[config.mk]
export PLATFORM = sky130hd
export DESIGN_NAME = clk_sched
export DESIGN_NICKNAME = d
export VERILOG_FILES = /design/src/rtl/clk_sched_pkg.sv /design/src/rtl/clk_sched_chan.sv /design/src/rtl/clk_sched.sv
export SDC_FILE = /design/constraint.sdc
export NUM_CORES = 1
export LEC_CHECK = 0
export ABC_AREA = 0
export CAP_MARGIN = 20
export CORE_MARGIN = 5
export CORE_UTILIZATION = 57
export DETAILED_ROUTE_END_ITERATION = 8
export PLACE_DENSITY = 0.83
export SETUP_SLACK_MARGIN = 0.02
export SYNTH_ARGS = -nofsm -noshare
export SYNTH_HDL_FRONTEND = slang
export SYNTH_SLANG_ARGS = --single-unit
[constraint.sdc]
create_clock -name clk -period 9.5 [get_ports clk]
set_clock_uncertainty 0.2 [all_clocks]
set_input_delay 2.375 -clock clk [delete_from_list [all_inputs] [get_ports clk]]
set_output_delay 2.375 -clock clk [all_outputs]
set_load 0.01 [all_outputs]
[src/rtl/clk_sched_pkg.sv]
// Shared types and constants for the clock-divider scheduler.
// Channel state encoding and default widths live here so the top and channels agree.
package clk_sched_pkg;

    typedef enum logic [1:0] {
        IDLE = 2'd0,
        RUN  = 2'd1,
        PEND = 2'd2
    } ch_state_e;

    localparam int DEF_PW  = 16;
    localparam int DEF_PSW = 32;

    // A period of zero stops the channel.
    localparam int PERIOD_STOP = 0;

endpackage

[src/rtl/clk_sched_chan.sv]
// One divider channel: counts base ticks, pulses tick_o and toggles div_clk_o at each wrap.
// New periods are held in a shadow register and only applied at the next wrap boundary.
module clk_sched_chan
    import clk_sched_pkg::*;
#(
    parameter int PW = DEF_PW
) (
    input  logic          clk_i,
    input  logic          rst_i,
    input  logic          base_tick_i,
    input  logic          wr_en_i,
    input  logic [PW-1:0] wr_period_i,
    output logic          tick_o,
    output logic          div_clk_o,
    output ch_state_e     state_o
);

    ch_state_e     state_q, state_d;
    logic [PW-1:0] cnt_q, cnt_d;
    logic [PW-1:0] period_q, period_d;
    logic [PW-1:0] shadow_q, shadow_d;
    logic          tick_q, tick_d;
    logic          div_q, div_d;
    logic          wrap;

    // period_q is never zero outside IDLE, so period_q-1 cannot underflow when it matters.
    assign wrap = base_tick_i && (state_q != IDLE) && (cnt_q == period_q - PW'(1));

    always_comb begin
        state_d  = state_q;
        cnt_d    = cnt_q;
        period_d = period_q;
        shadow_d = shadow_q;
        tick_d   = 1'b0;
        div_d    = div_q;

        unique case (state_q)
            IDLE: begin
                if (wr_en_i && (wr_period_i != PW'(PERIOD_STOP))) begin
                    period_d = wr_period_i;
                    cnt_d    = '0;
                    state_d  = RUN;
                end
            end
            RUN, PEND: begin
                if (base_tick_i) begin
                    if (wrap) begin
                        cnt_d  = '0;
                        tick_d = 1'b1;
                        div_d  = !div_q;
                    end else begin
                        cnt_d = cnt_q + PW'(1);
                    end
                end
                if ((state_q == RUN) && wr_en_i) begin
                    shadow_d = wr_period_i;
                    state_d  = PEND;
                end
                // The pending period lands on the wrap; a stop also forces the square wave low.
                if ((state_q == PEND) && wrap) begin
                    period_d = shadow_q;
                    cnt_d    = '0;
                    if (shadow_q == PW'(PERIOD_STOP)) begin
                        state_d = IDLE;
                        div_d   = 1'b0;
                    end else begin
                        state_d = RUN;
                    end
                end
            end
            default: begin
                state_d = IDLE;
            end
        endcase
    end

    always_ff @(posedge clk_i or posedge rst_i) begin
        if (rst_i) begin
            state_q  <= IDLE;
            cnt_q    <= '0;
            period_q <= '0;
            shadow_q <= '0;
            tick_q   <= 1'b0;
            div_q    <= 1'b0;
        end else begin
            state_q  <= state_d;
            cnt_q    <= cnt_d;
            period_q <= period_d;
            shadow_q <= shadow_d;
            tick_q   <= tick_d;
            div_q    <= div_d;
        end
    end

    assign tick_o    = tick_q;
    assign div_clk_o = div_q;
    assign state_o   = state_q;

endmodule

[src/rtl/clk_sched.sv]
// Bank of programmable clock dividers sharing one prescaler, configured over a valid/ready port.
// Handshake: a write transfers on a clk edge where cfg_valid && cfg_ready; cfg_ready is combinational.
module clk_sched
    import clk_sched_pkg::*;
#(
    parameter int N_CH     = 4,
    parameter int CHW      = 2,
    parameter int PRESCALE = 25000000,
    parameter int PSW      = DEF_PSW,
    parameter int PW       = DEF_PW
) (
    input  logic            clk,
    input  logic            reset,
    input  logic            cfg_valid,
    output logic            cfg_ready,
    input  logic [CHW-1:0]  cfg_ch,
    input  logic [PW-1:0]   cfg_period,
    output logic [N_CH-1:0] tick,
    output logic [N_CH-1:0] div_clk,
    output logic            busy,
    output logic            cfg_err
);

    localparam logic [PSW-1:0] PRE_LAST = PSW'(PRESCALE - 1);

    logic [PSW-1:0]  pre_cnt_q, pre_cnt_d;
    logic            base_tick;
    logic            cfg_err_q, cfg_err_d;
    logic            accept;
    logic            ch_valid;
    logic            ch_pend;
    logic [N_CH-1:0] wr_en;
    ch_state_e       ch_state [N_CH];

    assign base_tick = (pre_cnt_q == PRE_LAST);
    assign pre_cnt_d = base_tick ? '0 : pre_cnt_q + PSW'(1);

    // Out-of-range channels never match, so they read as ready and are flagged instead of written.
    always_comb begin
        ch_valid = 1'b0;
        ch_pend  = 1'b0;
        wr_en    = '0;
        for (int i = 0; i < N_CH; i++) begin
            if (cfg_ch == CHW'(i)) begin
                ch_valid = 1'b1;
                ch_pend  = (ch_state[i] == PEND);
            end
        end
        cfg_ready = !ch_pend;
        accept    = cfg_valid && cfg_ready;
        for (int i = 0; i < N_CH; i++) begin
            wr_en[i] = accept && (cfg_ch == CHW'(i));
        end
        cfg_err_d = cfg_err_q || (accept && !ch_valid);
    end

    always_comb begin
        busy = 1'b0;
        for (int i = 0; i < N_CH; i++) begin
            busy = busy || (ch_state[i] == PEND);
        end
    end

    always_ff @(posedge clk or posedge reset) begin
        if (reset) begin
            pre_cnt_q <= '0;
            cfg_err_q <= 1'b0;
        end else begin
            pre_cnt_q <= pre_cnt_d;
            cfg_err_q <= cfg_err_d;
        end
    end

    assign cfg_err = cfg_err_q;

    for (genvar g = 0; g < N_CH; g++) begin : g_ch
        clk_sched_chan #(
            .PW(PW)
        ) u_chan (
            .clk_i       (clk),
            .rst_i       (reset),
            .base_tick_i (base_tick),
            .wr_en_i     (wr_en[g]),
            .wr_period_i (cfg_period),
            .tick_o      (tick[g]),
            .div_clk_o   (div_clk[g]),
            .state_o     (ch_state[g])
        );
    end

endmodule

# Word-level counts from Yosys, hierarchy flattened
# Cells that the tools add are included.
# word_totals
reg_bits	241
in_bits	21
output_inout_bits	11
elab_cells	230
# classes
n_addsub	9
eq_ne	32
muxes	89
n_reduce_logical	74
# op_table
operator	n
$mux W16	24
$pmux W16 S2	8
$add A16 B1 Y16 const B	4
$eq A16 B16 Y1	4
$logic_not A16 Y1	4
$sub A16 B1 Y16 const B	4
$mux W1	40
$add A32 B1 Y32 const B	1
$eq A32 B25 Y1 const B	1
$mux W32	1
$logic_and A1 B1 Y1	26
$mux W2	12
$reduce_and A3 Y1	8
$ne A2 B1 Y1 const B	8
$pmux W2 S2	4
$reduce_and A2 Y1	8
$reduce_bool A16 Y1	1
$reduce_bool A2 Y1	8
$eq A2 B2 Y1 const B	6
$ne A3 B1 Y1 const B	4
$ne A3 B2 Y1 const B	4
$eq A2 B1 Y1 const B	5
$logic_not A2 Y1	5
$reduce_or A2 Y1	4
other kinds (2)	10

# Logic depth before layout (Yosys ltp)
# Gate-level depths: netlist (run 1).
# logic_depth
depth_word	12
depth_mapped	14
depth_no_buf	10

# By module
# A second synthesis (run 1) with hierarchy kept.
# hier_totals
hier_cells	1420
hier_area_um2	14722.9
# modules_own_cells
module	instances	cells_per_inst	area_per_inst_um2	seq_area_each_um2
clk_sched_chan (g_ch[0].u_chan ...)	3	312	3258.1	1301.2
clk_sched_chan (g_ch[3].u_chan)	1	308	3218.1	1301.2
clk_sched	1	176	1730.4	825.8

# Least setup slack after synthesis (run 1)
# Ideal clock, no wire load.
# synth_timing
kind	input to output
startpoint	in cfg_ch[0]
endpoint	out cfg_ready
arrival_time_ns	2.936
path_slack_ns	3.989
path_stages	2
n_path_buf	0
cell_sequence	mux4_2 -> inv_1
# synth_via
elab_chain_cells	6
# synth_lines
element	line	text
start: declaration	clk_sched.sv:16	input logic [CHW-1:0] cfg_ch,
$logic_not A2 Y1	clk_sched.sv:44	if (cfg_ch == CHW'(i)) begin
$mux W1 (3 in series)	clk_sched.sv:44	
$mux W1 *	clk_sched.sv:44	
$logic_not A1 Y1 *	clk_sched.sv:49	cfg_ready = !ch_pend;
end: declaration	clk_sched.sv:15	output logic cfg_ready,
# Every way passes the cells marked *; elsewhere a longest branch is shown, timed or not.

# Worst setup path after layout (run 1)
# Same ends and word-level chain as after synthesis.

==> results.tsv, run 1 <==
stage	metric	value	unit
routing	dr_vias	11614	
worst_setup_path	worst-setup-path-type	primary input to output port	
placed_design	post-dp-hpwl	24700	um
worst_setup_path	crit_path_end_kind	output port	
clock_tree	max-clock-path-buffers	3	
floorplanning	die-width	169	um
sta	timing.final.crit_period	6700	ps
clock_tree	path_clk_slew	60	ps
floorplanning	design.die.area	28600	sq um
final_layout	seq_area	6030	sq um
clock_tree	numCtsBuffers	26	
floorplanning	io_pins	32	
routing	final_antenna_net_count	0	
final_layout	multiInputGateArea	7710	sq um
synth	avgSynthCellArea	9.80	sq um
clock_tree	cts_tree	built	
worst_setup_path	crit_path_top_delay_cell	sky130_fd_sc_hd__mux4_2	
clock_tree	cts_setup_buffers	0	
worst_setup_path	crit_buf_inv	3	
global_routing	globalRouteOverflowTotal	0	
floorplanning	initial_core_util	57.6	%
sta	number_of_hold_slack_violations_in_the_final_timing_report	0	
routing	vias_per_cell	6.49	
routing	drt-wirelength-per-cell	20.0	um
synth	syn-instance-count	1471	
routing	route.detailed.drc	0	
worst_setup_path	crit_path_start_kind	primary input	
synth	postSynth.asyncResetShare	100	%
final_layout	area_delta_synth_final	9.11	%
synth	synth_top_flop_cell	sky130_fd_sc_hd__dfrtp_1	
clock_tree	clock_root_buffer	sky130_fd_sc_hd__clkbuf_16	
placed_design	gp_congestion	0.876	
sta	max_freq	149	MHz
sta	final.period_utilization	70.6	%
pwr	p_per_area	321	nW/um^2
hold_path	hp-class	register to register	
worst_setup_path	peak_per_stage_delay_on_the_critical_path	570	ps
pwr	p_sw	2.02	mW
routing	drt_first_iter_violations	1090	
worst_setup_path	critPathTopFamily	buffers and inverters	
global_routing	total_global_route_track_usage	24.8	%
final_layout	drive_above_1_share	14.4	%
pwr	intPower	3.04	mW
synth	yosysWarningCount	0	
final_layout	layout.filler_cells	1981	
sta	final_max_slew_viol_count	0	
synth	post_synth_main_area_contributors	sky130_fd_sc_hd__dfrtp_1 42%, sky130_fd_sc_hd__mux2_2 7.1%, sky130_fd_sc_hd__xnor2_1 3.9%, sky130_fd_sc_hd__xor2_1 2.9%, sky130_fd_sc_hd__nor3_1 2.7%	
synth	synth_largest_area_cell	sky130_fd_sc_hd__dfrtp_1	
status	run_status	finished clean	
floorplanning	die_height	169	um
clock_tree	worst_skew_pair.late_latency	540	ps
pwr	power_leakage	6.52	nW
clock_tree	tritoncts_num_sinks	241	
placed_design	post-place-ws	2750	ps
synth	syn-num-nets	1517	
sta	final-setup-viol-count	0	
synth	yosys_register_bits	241	
worst_setup_path	cp_cell_sequence	clkdlybuf4s50_1 > mux4_2 > inv_1 > clkdlybuf4s50_1	
floorplanning	rows	58	
sta	finalSetupTns	0	ps
global_routing	maximum_number_of_pins_on_one_net_before_global_route_repair	102	
clock_tree	htree_num_levels	1	
routing	drtPass1Iterations	5	
synth	yosys.cell_types.count	95	
sta	slew_headroom	20.7	%
synth	synth_edf_count	0	
worst_setup_path	required	6930	ps
synth	synth-seq-area-share	41.8	%
routing	finalWirelength	35800	um
worst_setup_path	top_fanout_value_on_the_critical_path	4	
pwr	p_seq_share	36.1	%
global_routing	grt_first_pass_wirelength	59200	um
global_routing	number_of_global_route_vias_before_repair	11482	
final_layout	num-nets-final	1486	
sta	rsz0062_at_grt	no	
clock_tree	cts_hold_repair.buffers	0	
pwr	maximum_vdd_drop	0.170	mV
sta	tightest_slew	1170	ps
run	drv_cap	0	
clock_tree	post_cts_resize_count	0	
placed_design	total_of_buffers_placed_on_input_and_output_ports	31	
floorplanning	design.core.area	25000	sq um
final_layout	postLayoutCoreUtil	62.8	%
pwr	clockPowerShare	22.6	%
sta	finalWorstSetupSlack	2800	ps
pwr	post-layout-total-power	5.06	mW
pwr	share_of_power_burned_in_combinational_logic	41.3	%
final_layout	antenna_cells_inserted	0	
pwr	power.share.switching	39.9	%
global_routing	antenna_violations_before_repair	0	
worst_setup_path	critPathMostFrequentCell	sky130_fd_sc_hd__clkdlybuf4s50_1	
synth	synth_top_cell_area_share	41.8	%
worst_setup_path	critPathArrivalTime	4130	ps
synth	syn_area	14400	sq um
==> per-layer routing <==
metal  GRT usage, %  part of all wire (%)  vias to the layer above
li1               -                     -                     5343
met1           34.4                    43                     5744
met2           40.9                    48                      442
met3           3.15                   6.2                       85
met4           7.98                   3.2                        0
met5              0                     0                        -
==> worst paths after layout <==
path | startpoint | endpoint | slack, ps | cells after the start
setup / recovery | cfg_ch[0] | cfg_ready | 2800 | 4
hold / removal | cfg_err$_DFF_PP0_ | cfg_err$_DFF_PP0_ | 180 | 0
setup reg to reg | g_ch[2].u_chan.period_q[0]$_DFFE_PP0P_ | g_ch[2].u_chan.period_q[14]$_DFFE_PP0P_ | 5100 | 10
hold reg to reg | cfg_err$_DFF_PP0_ | cfg_err$_DFF_PP0_ | 180 | 0
max in group asynchronous | reset | g_ch[2].u_chan.tick_o$_DFF_PP0_ | 5470 | 3
min in group asynchronous | reset | g_ch[1].u_chan.cnt_q[4]$_DFFE_PP0P_ | 2180 | 2
==> power groups by stage <==
stage | logic [mW] | clock network, mW | registers, mW
floorplan | 1.79 | 0 | 1.62
global placement | 1.97 | 0 | 1.80
detailed placement | 2.05 | 0 | 1.82
CTS | 2.07 | 1.16 | 1.81
global route | 2.30 | 1.20 | 1.87
finish | 2.09 | 1.14 | 1.83
==> cells by family after synthesis <==
group           synth area share, %
flops                          41.8
mux                            9.87
xor+xnor                       6.80
buf+inv                        4.81
simple gates                   20.7
fa+ha+maj                      2.17
compound gates                 13.8
==> cell usage after synthesis, types with 4 or more instances <==
cell and instances:
sky130_fd_sc_hd__o21a_1 4, sky130_fd_sc_hd__mux2i_1 27, sky130_fd_sc_hd__a31oi_1 9, sky130_fd_sc_hd__buf_1 8, sky130_fd_sc_hd__nor3_1 79, sky130_fd_sc_hd__clkbuf_1 69
sky130_fd_sc_hd__or2_2 8, sky130_fd_sc_hd__a221oi_2 10, sky130_fd_sc_hd__or4_1 7, sky130_fd_sc_hd__nor4b_1 7, sky130_fd_sc_hd__a21oi_1 54, sky130_fd_sc_hd__mux2_2 91
sky130_fd_sc_hd__nand2b_1 10, sky130_fd_sc_hd__nand4b_1 5, sky130_fd_sc_hd__nor3b_1 5, sky130_fd_sc_hd__nor2_1 72, sky130_fd_sc_hd__a221oi_1 7, sky130_fd_sc_hd__or3_1 39
sky130_fd_sc_hd__buf_4 8, sky130_fd_sc_hd__inv_1 62, sky130_fd_sc_hd__and4_1 10, sky130_fd_sc_hd__and3_1 32, sky130_fd_sc_hd__o221a_2 16, sky130_fd_sc_hd__a22o_1 16
sky130_fd_sc_hd__nand3b_1 5, sky130_fd_sc_hd__dfrtp_1 241, sky130_fd_sc_hd__xor2_1 47, sky130_fd_sc_hd__nand4_1 28, sky130_fd_sc_hd__a21o_1 8, sky130_fd_sc_hd__o31a_1 4
sky130_fd_sc_hd__nand3_1 58, sky130_fd_sc_hd__o22ai_1 26, sky130_fd_sc_hd__buf_6 5, sky130_fd_sc_hd__nand2_1 92, sky130_fd_sc_hd__ha_1 25, sky130_fd_sc_hd__o311ai_1 5
sky130_fd_sc_hd__nor4_1 39, sky130_fd_sc_hd__nor2b_1 19, sky130_fd_sc_hd__xnor2_1 65, sky130_fd_sc_hd__mux2_4 7, sky130_fd_sc_hd__o31ai_1 6, sky130_fd_sc_hd__buf_2 4
sky130_fd_sc_hd__o21ai_0 52
==> per-stage QoR <==
step	std cells	area [sq um]	hold slack, ps
6_report	1789	15700	177
5_1_grt	1789	15700	184
4_1_cts	1789	15700	180
3_5_place_dp	1742	14800	167
3_3_place_gp	1742	14800	167
2_1_floorplan	1471	14400	247
==> cell usage in the layout (no fill, tap or decap), drive strengths merged, types with 32 or more instances in the layout <==
cell	Yosys	layout
nor2	73	73
or3	39	39
a21oi	55	55
nor3	80	80
xnor2	65	65
clkbuf	72	32
dfrtp	241	241
nand3	58	58
o21ai	55	55
and3	32	32
inv	62	62
mux2	98	98
nand2	92	92
xor2	47	47
nor4	43	43
==> final cells by class <==
type                    instances  share of cell area [%]
multi-input cells            1070                    49.0
flip-flops and latches        241                    38.3
clock buffers                  32                    4.48
well taps                     330                    2.62
repair buffers                 39                    2.35
clock inverters                15                    1.68
inverters                      62                    1.53
==> worst reg2reg max path, delay by kind of cell, from the launching register on <==
family / cells / cell delay (ps)
AOI/OAI and AO/OA: 4 / 1340
and+or+nand+nor: 4 / 1860
adders and majority gates: 1 / 290
DFF: 1 / 440
buffers and inverters: 1 / 120
==> flip-flops by register name, indices dropped and copies added (netlist names) <==
signal,cells
g_ch.u_chan.state_o,8
cfg_err,1
g_ch.u_chan.tick_o,4
g_ch.u_chan.shadow_q,64
g_ch.u_chan.cnt_q,64
g_ch.u_chan.period_q,64
g_ch.u_chan.div_clk_o,4
pre_cnt_q,32
(Power assumes the default switching activity.)
==> inputs of run 2 (changes only) <==
- CORE_UTILIZATION: 57 -> 63
- PLACE_DENSITY: 0.83 -> 0.87
- clock period: 9.5 -> 6.4 ns (I/O delays scaled with it)
==> results.tsv, run 2 (synthesis results as in run 1) <==
stage	metric	value	unit
status	run_status	finished clean	
global_routing	grt_util_met2	46.9	%
placed_design	post-dp-hpwl	24400	um
worst_setup_path	crit_path_start_kind	primary input	
final_layout	final_common_cell	sky130_fd_sc_hd__dfrtp_1	
global_routing	antenna_violations_before_repair	0	
sta	slew_headroom	25.5	%
routing	finalWirelength	36400	um
clock_tree	clock_root_buffer	sky130_fd_sc_hd__clkbuf_16	
hold_path	source_of_the_worst_hold_timing_path	cfg_err$_DFF_PP0_	
sta	final-setup-viol-count	0	
floorplanning	io_pins	32	
routing	drt-wirelength-per-cell	20.8	um
global_routing	grt_use_met3	4.01	%
clock_tree	cts_tree	built	
final_layout	postLayoutCoreUtil	69.4	%
clock_tree	cts_setup_buffers	0	
pwr	clockPowerShare	21.2	%
hold_path	worstHoldEndpoint	cfg_err$_DFF_PP0_	
pwr	intPower	4.39	mW
clock_tree	htree_num_levels	1	
final_layout	layout.filler_cells	1645	
pwr	share_of_power_burned_in_combinational_logic	42.3	%
global_routing	groute.layer.met1.usage	36.5	%
pwr	p_sw	3.07	mW
global_routing	total_global_route_track_usage	27.5	%
pwr	maximum_vdd_drop	0.349	mV
placed_design	gp_congestion	0.905	
floorplanning	initial_core_util	63.9	%
final_layout	area_delta_synth_final	8.72	%
pwr	power.share.switching	41.2	%
worst_setup_path	worstReg2RegStart	g_ch[0].u_chan.period_q[0]$_DFFE_PP0P_	
global_routing	globalRoute.busiestLayer	met2	
final_layout	num-nets-final	1493	
floorplanning	design.core.area	22600	sq um
final_layout	drive_above_1_share	14.7	%
floorplanning	die_height	161	um
routing	route.detailed.drc	0	
floorplanning	rows	55	
clock_tree	cts_hold_repair.buffers	0	
pwr	post-layout-total-power	7.46	mW
sta	final_max_slew_viol_count	0	
worst_setup_path	timing.reg2reg.worst_path_depth	9	
sta	timing.final.crit_period	5170	ps
worst_setup_path	top_fanout_value_on_the_critical_path	4	
floorplanning	design.die.area	26000	sq um
hold_path	hp-class	register to register	
routing	drt_first_iter_violations	1161	
final_layout	antenna_cells_inserted	0	
hold_path	min_delay_path_depth	0	
sta	max_freq	193	MHz
global_routing	grt_first_pass_wirelength	59800	um
clock_tree	max-clock-path-buffers	3	
floorplanning	die-width	161	um
final_layout	biggestRegsByFlops	g_ch.u_chan.cnt_q: 64 flops, g_ch.u_chan.period_q: 64 flops, g_ch.u_chan.shadow_q: 64 flops	
sta	rsz0062_at_grt	no	
clock_tree	tritoncts_num_sinks	241	
clock_tree	post_cts_resize_count	0	
placed_design	total_of_buffers_placed_on_input_and_output_ports	31	
global_routing	maximum_number_of_pins_on_one_net_before_global_route_repair	138	
worst_setup_path	worst-setup-path-type	primary input to output port	
final_layout	seq_area	6030	sq um
worst_setup_path	critPathArrivalTime	3370	ps
final_layout	final_cell_mix	241 x sky130_fd_sc_hd__dfrtp_1, 92 x sky130_fd_sc_hd__nand2_1, 91 x sky130_fd_sc_hd__mux2_2	
pwr	p_per_area	476	nW/um^2
sta	tightest_slew	1100	ps
sta	number_of_hold_slack_violations_in_the_final_timing_report	0	
worst_setup_path	required	4600	ps
global_routing	number_of_global_route_vias_before_repair	11762	
clock_tree	numCtsBuffers	27	
routing	final_antenna_net_count	0	
worst_setup_path	r2r_setup_slack	2030	ps
sta	finalSetupTns	0	ps
worst_setup_path	crit_path_end_kind	output port	
sta	final.period_utilization	80.8	%
final_layout	multiInputGateArea	7710	sq um
routing	drtPass1Iterations	5	
worst_setup_path	regToRegEndpoint	g_ch[0].u_chan.period_q[5]$_DFFE_PP0P_	
routing	vias_per_cell	6.77	
sta	hold_ws	177	ps
routing	dr_vias	11860	
global_routing	globalRouteOverflowTotal	0	
clock_tree	worst_skew_pair.late_latency	560	ps
pwr	p_seq_share	36.4	%
run	drv_cap	0	
clock_tree	path_clk_slew	60	ps
pwr	power_leakage	6.54	nW
-- run 2: how the worst max path moves through the flow --
stage	cells past startpoint	slack, ps	end	start
6_report	4	1230	cfg_ready	cfg_ch[0]
4_1_cts	4	1200	cfg_ready	cfg_ch[0]
2_1_floorplan	1	1440	cfg_err$_DFF_PP0_	reset
3_5_place_dp	4	1200	cfg_ready	cfg_ch[0]
3_3_place_gp	4	1220	cfg_ready	cfg_ch[0]
5_1_grt	4	1180	cfg_ready	cfg_ch[0]
-- run 2: layout make-up --
cell class              count  area share [%]
clock buffers              35            4.69
clock inverters            13            1.09
inverters                  62            1.51
multi-input cells        1070            49.2
flip-flops and latches    241            38.5
well taps                 285            2.27
repair buffers             45            2.78
-- run 2: power by group through the flow --
stage	combinational, mW	sequential (mW)	clock [mW]
global placement	2.92	2.66	0
finish	3.16	2.72	1.58
CTS	3.11	2.69	1.60
floorplan	2.66	2.41	0
global route	3.44	2.78	1.67
detailed placement	3.06	2.70	0
-- run 2: metrics by stage --
stage	instances	setup WS (ps)	cell area, sq um
5_1_grt	1751	1180	15700
2_1_floorplan	1471	1440	14400
3_5_place_dp	1702	1200	14800
3_3_place_gp	1701	1220	14700
4_1_cts	1750	1200	15700
6_report	1751	1230	15700
-- run 2: layer usage --
metal  wire length (um)  part of all wire [%]
met3               2460                   6.8
met1              14800                    41
met2              17900                    49
met4               1170                   3.2
met5                  0                     0
-- run 2: critical path: stages --
cell	delay, ps
sky130_fd_sc_hd__clkdlybuf4s50_1	540
sky130_fd_sc_hd__mux4_2	510
sky130_fd_sc_hd__inv_1	150
sky130_fd_sc_hd__clkdlybuf4s50_1	560
==> inputs of run 3 (changes only) <==
- clock period: 6.4 -> 4.85 ns (I/O delays scaled with it)
==> results.tsv, run 3 (synthesis results as in run 1) <==
stage	metric	value	unit
status	run_status	finished clean	
final_layout	drive_above_1_share	16.1	%
final_layout	final_cell_mix	241 x sky130_fd_sc_hd__dfrtp_1, 92 x sky130_fd_sc_hd__nand2_1, 91 x sky130_fd_sc_hd__mux2_2	
sta	rsz0062_at_grt	no	
routing	wl_met2	17200	um
worst_setup_path	required	3440	ps
routing	met3_length	2440	um
routing	vias_per_cell	6.63	
final_layout	area_delta_synth_final	9.78	%
global_routing	number_of_global_route_vias_before_repair	11726	
sta	final.period_utilization	90.4	%
placed_design	total_of_buffers_placed_on_input_and_output_ports	31	
final_layout	final_cell_area	15800	sq um
final_layout	antenna_cells_inserted	0	
placed_design	post-dp-hpwl	24800	um
sta	tightest_slew	845	ps
floorplanning	io_pins	32	
clock_tree	max-clock-path-buffers	3	
worst_setup_path	top_fanout_value_on_the_critical_path	4	
worst_setup_path	critPathArrivalTime	2970	ps
sta	final_max_slew_viol_count	0	
routing	drt_first_iter_violations	1154	
worst_setup_path	peak_per_stage_delay_on_the_critical_path	580	ps
worst_setup_path	worstReg2RegStart	g_ch[0].u_chan.period_q[0]$_DFFE_PP0P_	
global_routing	maximum_number_of_pins_on_one_net_before_global_route_repair	99	
floorplanning	die_height	161	um
pwr	maximum_vdd_drop	0.453	mV
worst_setup_path	cp_cell_sequence	clkdlybuf4s50_1 > mux4_2 > inv_1 > clkdlybuf4s50_1	
sta	slew_headroom	43.7	%
floorplanning	initial_core_util	63.9	%
worst_setup_path	crit_path_start_kind	primary input	
routing	finalWirelength	35800	um
worst_setup_path	crit_path_top_delay_cell	sky130_fd_sc_hd__clkdlybuf4s50_1	
worst_setup_path	worst-setup-path-type	primary input to output port	
floorplanning	design.die.area	26000	sq um
routing	detail_route.wirelength.met1	14700	um
clock_tree	cts_hold_repair.buffers	0	
pwr	p_per_area	614	nW/um^2
clock_tree	path_clk_slew	60	ps
run	drv_cap	0	
worst_setup_path	crit_path_end_kind	output port	
sta	final-setup-viol-count	0	
sta	timing.final.crit_period	4380	ps
hold_path	source_of_the_worst_hold_timing_path	cfg_err$_DFF_PP0_	
worst_setup_path	timing.reg2reg.worst_path_depth	10	
worst_setup_path	regToRegEndpoint	g_ch[0].u_chan.period_q[3]$_DFFE_PP0P_	
floorplanning	rows	55	
clock_tree	cts_setup_buffers	0	
routing	drtPass1Iterations	5	
clock_tree	clock_root_buffer	sky130_fd_sc_hd__clkbuf_16	
clock_tree	cts_tree	built	
hold_path	min_delay_path_depth	0	
clock_tree	worst_skew_pair.late_latency	540	ps
routing	dr_vias	11747	
global_routing	globalRouteOverflowTotal	0	
clock_tree	tritoncts_num_sinks	241	
hold_path	hp-class	register to register	
sta	max_freq	228	MHz
worst_setup_path	r2r_setup_slack	780	ps
routing	route.detailed.drc	0	
final_layout	final_common_cell	sky130_fd_sc_hd__dfrtp_1	
clock_tree	htree_num_levels	1	
floorplanning	die-width	161	um
clock_tree	post_cts_resize_count	0	
routing	final_antenna_net_count	0	
final_layout	biggestRegsByFlops	g_ch.u_chan.cnt_q: 64 flops, g_ch.u_chan.period_q: 64 flops, g_ch.u_chan.shadow_q: 64 flops	
floorplanning	design.core.area	22600	sq um
pwr	power_leakage	6.65	nW
routing	route.top_layer_used	met5	
global_routing	total_global_route_track_usage	27.3	%
sta	finalSetupTns	0	ps
placed_design	placed_cell_area	15000	sq um
final_layout	num-nets-final	1515	
routing	drt-wirelength-per-cell	20.2	um
global_routing	grt_first_pass_wirelength	58900	um
sta	number_of_hold_slack_violations_in_the_final_timing_report	0	
clock_tree	numCtsBuffers	26	
worst_setup_path	critPathMostFrequentCell	sky130_fd_sc_hd__clkdlybuf4s50_1	
global_routing	antenna_violations_before_repair	3	
placed_design	gp_congestion	0.893	
hold_path	worstHoldEndpoint	cfg_err$_DFF_PP0_	
-- run 3: changes by cell type in the layout (fill, tap and decap cells not counted), sizes merged --
| cell | previous run | this run |
|---|---|---|
| buf | 14 | 37 |
| clkbuf | 35 | 38 |
| bufinv | 3 | 1 |
| inv | 63 | 61 |
-- run 3: worst max-delay path by stage --
stage	startpoint	to	cells past startpoint	slack, ps
floorplan	reset	cfg_err$_DFF_PP0_	1	280
global placement	cfg_valid	g_ch[0].u_chan.cnt_q[9]$_DFFE_PP0P_	9	490
detailed placement	cfg_ch[1]	g_ch[0].u_chan.period_q[12]$_DFFE_PP0P_	8	400
CTS	cfg_ch[0]	cfg_ready	4	450
global route	cfg_ch[0]	cfg_ready	4	430
finish	cfg_ch[0]	cfg_ready	4	470
-- run 3: final cells by class --
class / instances / area [sq um]
Timing Repair Buffer: 68 / 626
Multi-Input combinational cell: 1070 / 7710
Fill cell: 1599 / 6740
Clock buffer: 38 / 786
Clock inverter: 9 / 83.8
Tap cell: 285 / 357
Inverter: 62 / 236
Sequential cell: 241 / 6030
-- run 3: where the power goes --
group | switching [mW] | internal, mW | total [mW] | leakage (nW)
registers | 0.857 | 2.68 | 3.54 | 3.00
logic | 2.26 | 1.94 | 4.19 | 3.21
clock network | 0.817 | 1.17 | 1.99 | 0.433
-- run 3: critical path, delay by kind of cell --
family   cells  cell delay, ps
buf+inv      3            1190
mux          1             570
-- run 3: per-stage QoR --
step	power, mW	cells	hold WS [ps]	util, %	setup slack [ps]
floorplan	6.68	1471	247	-	276
global placement	7.39	1725	166	66.2	489
detailed placement	7.62	1725	175	66.2	400
CTS	9.66	1772	193	70.1	454
global route	10.3	1773	209	70.1	434
finish	9.72	1773	185	70.1	466
-- run 3: layer usage --
metal	up-vias	global-route usage [%]
met5	-	0
met3	104	4.52
li1	5403	-
met2	490	45.9
met4	6	10.7
met1	5744	35.5
==> RTL edit 1: new RTL, settings of run 3 <==
Reset style: synchronous (`reset` and `rst_i`), changed in 2 clocked blocks.
--- a/src/rtl/clk_sched_chan.sv
+++ b/src/rtl/clk_sched_chan.sv
@@ -74,7 +74,7 @@
         endcase
     end
 
-    always_ff @(posedge clk_i or posedge rst_i) begin
+    always_ff @(posedge clk_i) begin
         if (rst_i) begin
             state_q  <= IDLE;
             cnt_q    <= '0;
--- a/src/rtl/clk_sched.sv
+++ b/src/rtl/clk_sched.sv
@@ -61,7 +61,7 @@
         end
     end
 
-    always_ff @(posedge clk or posedge reset) begin
+    always_ff @(posedge clk) begin
         if (reset) begin
             pre_cnt_q <= '0;
             cfg_err_q <= 1'b0;
Function: differs if reset is asserted again (counterexample within 4 cycles, from zero or initial values and one cycle with reset high); with reset held inactive, the same outputs for 10 cycles.
==> RTL edit 1 against run 3 <==
- worst setup slack lost 0.13 ns
- highest routed layer is now met4
- critical path type unchanged
- area after synthesis fell by 2.0%
- count of clock-buffer cells in the layout unchanged
- total power is 30% lower
- routed wire length grew 5.1%
- sequential cell count is the same
- final area decreased by 3.5%
- via count is 13% higher
- combinational power down 42%
==> RTL edit 1: results (changes against run 3) <==
<table>
<tr><th>Metric</th><th>Value</th></tr>
<tr><th colspan="2">Placed design</th></tr>
<tr><td>Count of placed standard cells including taps</td><td>1968 (was 1725)</td></tr>
<tr><td>Routability congestion estimate from global placement</td><td>0.959 (was 0.893)</td></tr>
<tr><th colspan="2">Routing</th></tr>
<tr><td>Average routed wire per standard cell</td><td>18.7 um (was 20.2 um)</td></tr>
<tr><td>Number of iterations in the first detailed-routing pass</td><td>7 (was 5)</td></tr>
<tr><td>Overall via count from detail_route</td><td>13301 (was 11747)</td></tr>
<tr><td>Total detailed-routing wirelength</td><td>37600 um (was 35800 um)</td></tr>
<tr><th colspan="2">Yosys</th></tr>
<tr><td>Number of library cell types mapped by synthesis</td><td>94 (was 95)</td></tr>
<tr><td>Number of instances in the synthesized netlist</td><td>1740 (was 1471)</td></tr>
<tr><td>Most instantiated flip-flop cell in the synthesis netlist</td><td>sky130_fd_sc_hd__dfxtp_1 (was sky130_fd_sc_hd__dfrtp_1)</td></tr>
<tr><th colspan="2">Setup path</th></tr>
<tr><td>Arrival time of data at the critical path endpoint</td><td>3.10 ns (was 2.97 ns)</td></tr>
<tr><td>Highest fanout seen on the critical path</td><td>7 (was 4)</td></tr>
<tr><th colspan="2">Layout</th></tr>
<tr><td>Final nets</td><td>1764 (was 1515)</td></tr>
<tr><td>Fraction of final layout cells sized beyond drive strength 1</td><td>9.28% (was 16.1%)</td></tr>
<tr><th colspan="2">Timing</th></tr>
<tr><td>Slew at the pin closest to its max-slew limit</td><td>0.963 ns (was 0.845 ns)</td></tr>
<tr><th colspan="2">Power and ir drop</th></tr>
<tr><td>Leakage power</td><td>0.00533 uW (was 0.00665 uW)</td></tr>
<tr><td>Max IR drop VDD</td><td>0.313 mV (was 0.453 mV)</td></tr>
<tr><td>Proportion of power drawn by the clock network</td><td>29.1% (was 20.5%)</td></tr>
<tr><th colspan="2">GRT</th></tr>
<tr><td>GRT Overall Usage</td><td>28.2% (was 27.3%)</td></tr>
<tr><td>First-pass GRT wire length</td><td>61800 um (was 58900 um)</td></tr>
<tr><th colspan="2">Run status</th></tr>
<tr><td>Status</td><td>finished, final reports clean (unchanged)</td></tr>
</table>
-- RTL edit 1: cell types whose count changed in the layout (fill, tap and decap cells not counted), sizes merged, moves of 25 or more --
cell and change:
a211oi +43, nand2 +109, o21ai +26, nor3 -25, a21oi +104, dfxtp +241, a31oi +31, nor2 +31
mux2 -81, dfrtp -241
-- RTL edit 1: critical path, cell delays in order --
cell and delay, ns:
sky130_fd_sc_hd__clkdlybuf4s50_1 0.65, sky130_fd_sc_hd__mux4_2 0.56, sky130_fd_sc_hd__inv_1 0.13, sky130_fd_sc_hd__clkdlybuf4s50_1 0.55
-- RTL edit 1: worst paths after layout --
path | start | end | slack [ns] | cells past startpoint
worst max-delay path | cfg_ch[0] | cfg_ready | 0.33 | 4
worst min-delay path | pre_cnt_q[0]$_SDFF_PP0_ | pre_cnt_q[0]$_SDFF_PP0_ | 0.27 | 1
worst max register to register | g_ch[1].u_chan.period_q[1]$_SDFFE_PP0P_ | g_ch[1].u_chan.period_q[1]$_SDFFE_PP0P_ | 0.69 | 11
worst min register to register | pre_cnt_q[0]$_SDFF_PP0_ | pre_cnt_q[0]$_SDFF_PP0_ | 0.27 | 1
-- RTL edit 1: cell families (layout without fill, tap and decap cells) --
family                   after synthesis  after routing  synth area share, %
buffers and inverters                182            177                 6.82
AO/OA/AOI/OAI                        455            455                 20.9
multiplexers                          55             55                 4.13
adder cells (fa/ha/maj)               25             25                 2.21
flip-flops                           241            241                 34.1
AND/OR/NAND/NOR                      679            679                 25.3
XOR/XNOR                             103            103                 6.48
-- RTL edit 1: layout make-up --
cell class / count / area, um^2
clock inverter: 7 / 77.6
inverter: 57 / 214
timing repair buffer: 75 / 666
sequential: 241 / 4820
tap: 280 / 350
fill: 1669 / 6690
multi-input combinational: 1317 / 8350
clock buffer: 38 / 786
-- RTL edit 1: stage by stage --
step / hold WS [ns] / setup slack [ns] / total power (uW) / util [%] / area, um^2
after floorplan: 0.230 / 1.15 / 4310 / - / 14100
after global placement: 0.241 / 0.302 / 4650 / 65.4 / 14400
after detailed placement: 0.258 / 0.209 / 4730 / 65.4 / 14400
after CTS: 0.267 / 0.361 / 6710 / 69.3 / 15200
after global routing: 0.295 / 0.325 / 7110 / 69.5 / 15300
final: 0.265 / 0.334 / 6780 / 69.5 / 15300
-- RTL edit 1: per-layer routing --
layer  vias up  routed length, um  part of all wire [%]  track usage (%)
met1      6273              15100                    40             35.6
met2       601              17800                    47             47.7
met5         -                  0                     0                0
met4         0               1860                   4.9             12.7
li1       6276                  -                     -                -
met3       151               2860                   7.6             4.25
==> RTL edit 2: new RTL, flow settings as in run 3 <==
Made on the original files. The parameter `N_CH` goes from 4 to 2.
--- a/src/rtl/clk_sched.sv
+++ b/src/rtl/clk_sched.sv
@@ -3,7 +3,7 @@
 module clk_sched
     import clk_sched_pkg::*;
 #(
-    parameter int N_CH     = 4,
+    parameter int N_CH     = 2,
     parameter int CHW      = 2,
     parameter int PRESCALE = 25000000,
     parameter int PSW      = DEF_PSW,
Ports: changed (resized div_clk and tick); port bits go from 32 to 28. No check against the original RTL was run, so the function may have changed too.
==> RTL edit 2 against run 3 <==
- routed wire length down 46%
- first-iteration DRC count is 35% lower
- sequential cell count down 104
- worst setup slack improved by 0.41 ns
- count of clock-buffer cells in the layout is 13 lower
- total power fell by 38%
- final area down 42%
- area after synthesis shrank 43%
==> RTL edit 2: results (changes against run 3) <==
<table>
<tr><th>Metric</th><th>Value</th></tr>
<tr><th colspan="2">CTS</th></tr>
<tr><td>Clock latency at the later pin of the worst-skew pair</td><td>0.43 ns (was 0.54 ns)</td></tr>
<tr><td>Total number of H-tree levels</td><td>4 (was 1)</td></tr>
<tr><td>Number of buffers added by the clock tree synthesis step</td><td>17 (was 26)</td></tr>
<tr><th colspan="2">Layout</th></tr>
<tr><td>Inverters</td><td>29 (was 62)</td></tr>
<tr><td>Non-Clock Buffer Count</td><td>35 (was 68)</td></tr>
<tr><td>Multi-input combinational area share</td><td>48.3% (was 48.7%)</td></tr>
<tr><td>Fraction of final layout cells sized beyond drive strength 1</td><td>14.1% (was 16.1%)</td></tr>
<tr><th colspan="2">Run status</th></tr>
<tr><td>Status</td><td>finished, final reports clean (unchanged)</td></tr>
<tr><th colspan="2">Setup path</th></tr>
<tr><td>Highest fanout seen on the critical path</td><td>3 (was 4)</td></tr>
<tr><td>R2r endpoint</td><td>g_ch[0].u_chan.period_q[12]$_DFFE_PP0P_ (was g_ch[0].u_chan.period_q[3]$_DFFE_PP0P_)</td></tr>
<tr><td>Slack of the worst reg-to-reg path</td><td>1.01 ns (was 0.78 ns)</td></tr>
<tr><th colspan="2">Routing</th></tr>
<tr><td>Total length of routed met2 wires</td><td>9330 um (was 17200 um)</td></tr>
<tr><td>Routed vias/inst</td><td>6.48 (was 6.63)</td></tr>
<tr><td>Average routed wire per standard cell</td><td>18.7 um (was 20.2 um)</td></tr>
<tr><td>M1 WL</td><td>8300 um (was 14700 um)</td></tr>
<tr><td>Drt initial violations</td><td>747 (was 1154)</td></tr>
<tr><th colspan="2">Placed design</th></tr>
<tr><td>Standard cell area after detailed placement</td><td>8520 um^2 (was 15000 um^2)</td></tr>
<tr><td>Setup slack at placement</td><td>0.616 ns (was 0.400 ns)</td></tr>
<tr><td>Total of buffers placed on input and output ports</td><td>27 (was 31)</td></tr>
<tr><td>Count of placed standard cells including taps</td><td>1007 (was 1725)</td></tr>
<tr><td>Estimated wirelength of the detail-placed design</td><td>13000 um (was 24800 um)</td></tr>
<tr><th colspan="2">Timing</th></tr>
<tr><td>Hold WS</td><td>0.272 ns (was 0.185 ns)</td></tr>
<tr><th colspan="2">Floorplan</th></tr>
<tr><td>Floorplan die area</td><td>15400 um^2 (was 26000 um^2)</td></tr>
<tr><th colspan="2">Yosys</th></tr>
<tr><td>Sequential share of the synthesized area</td><td>41.8% (about the same)</td></tr>
<tr><td>Synthesized-area fraction occupied by adder cells</td><td>1.99% (was 2.17%)</td></tr>
<tr><td>Mux cell area share after synthesis</td><td>10.4% (was 9.87%)</td></tr>
<tr><td>Syn Nets</td><td>889 (was 1517)</td></tr>
<tr><td>Compound-cell area share of the yosys netlist</td><td>12.6% (was 13.8%)</td></tr>
<tr><th colspan="2">GRT</th></tr>
<tr><td>Number of global-route vias before repair</td><td>6369 (was 11726)</td></tr>
<tr><td>GRT Overall Usage</td><td>26.6% (was 27.3%)</td></tr>
</table>
-- RTL edit 2: cell types whose count changed in the layout (fill, tap and decap cells not counted), moves of 22 or more --
cell,change
sky130_fd_sc_hd__buf_4,-28
sky130_fd_sc_hd__or3_1,-34
sky130_fd_sc_hd__dfrtp_1,-104
sky130_fd_sc_hd__nor2_1,-22
sky130_fd_sc_hd__xnor2_1,-34
sky130_fd_sc_hd__nand2_1,-34
sky130_fd_sc_hd__mux2_2,-35
sky130_fd_sc_hd__inv_1,-33
sky130_fd_sc_hd__nor3_1,-47
sky130_fd_sc_hd__o21ai_0,-25
-- RTL edit 2: worst max-delay path, cell delays in order --
cell and delay [ns]:
sky130_fd_sc_hd__clkdlybuf4s50_1 0.50, sky130_fd_sc_hd__mux2i_1 0.20, sky130_fd_sc_hd__or2_2 0.12, sky130_fd_sc_hd__clkdlybuf4s50_1 0.52
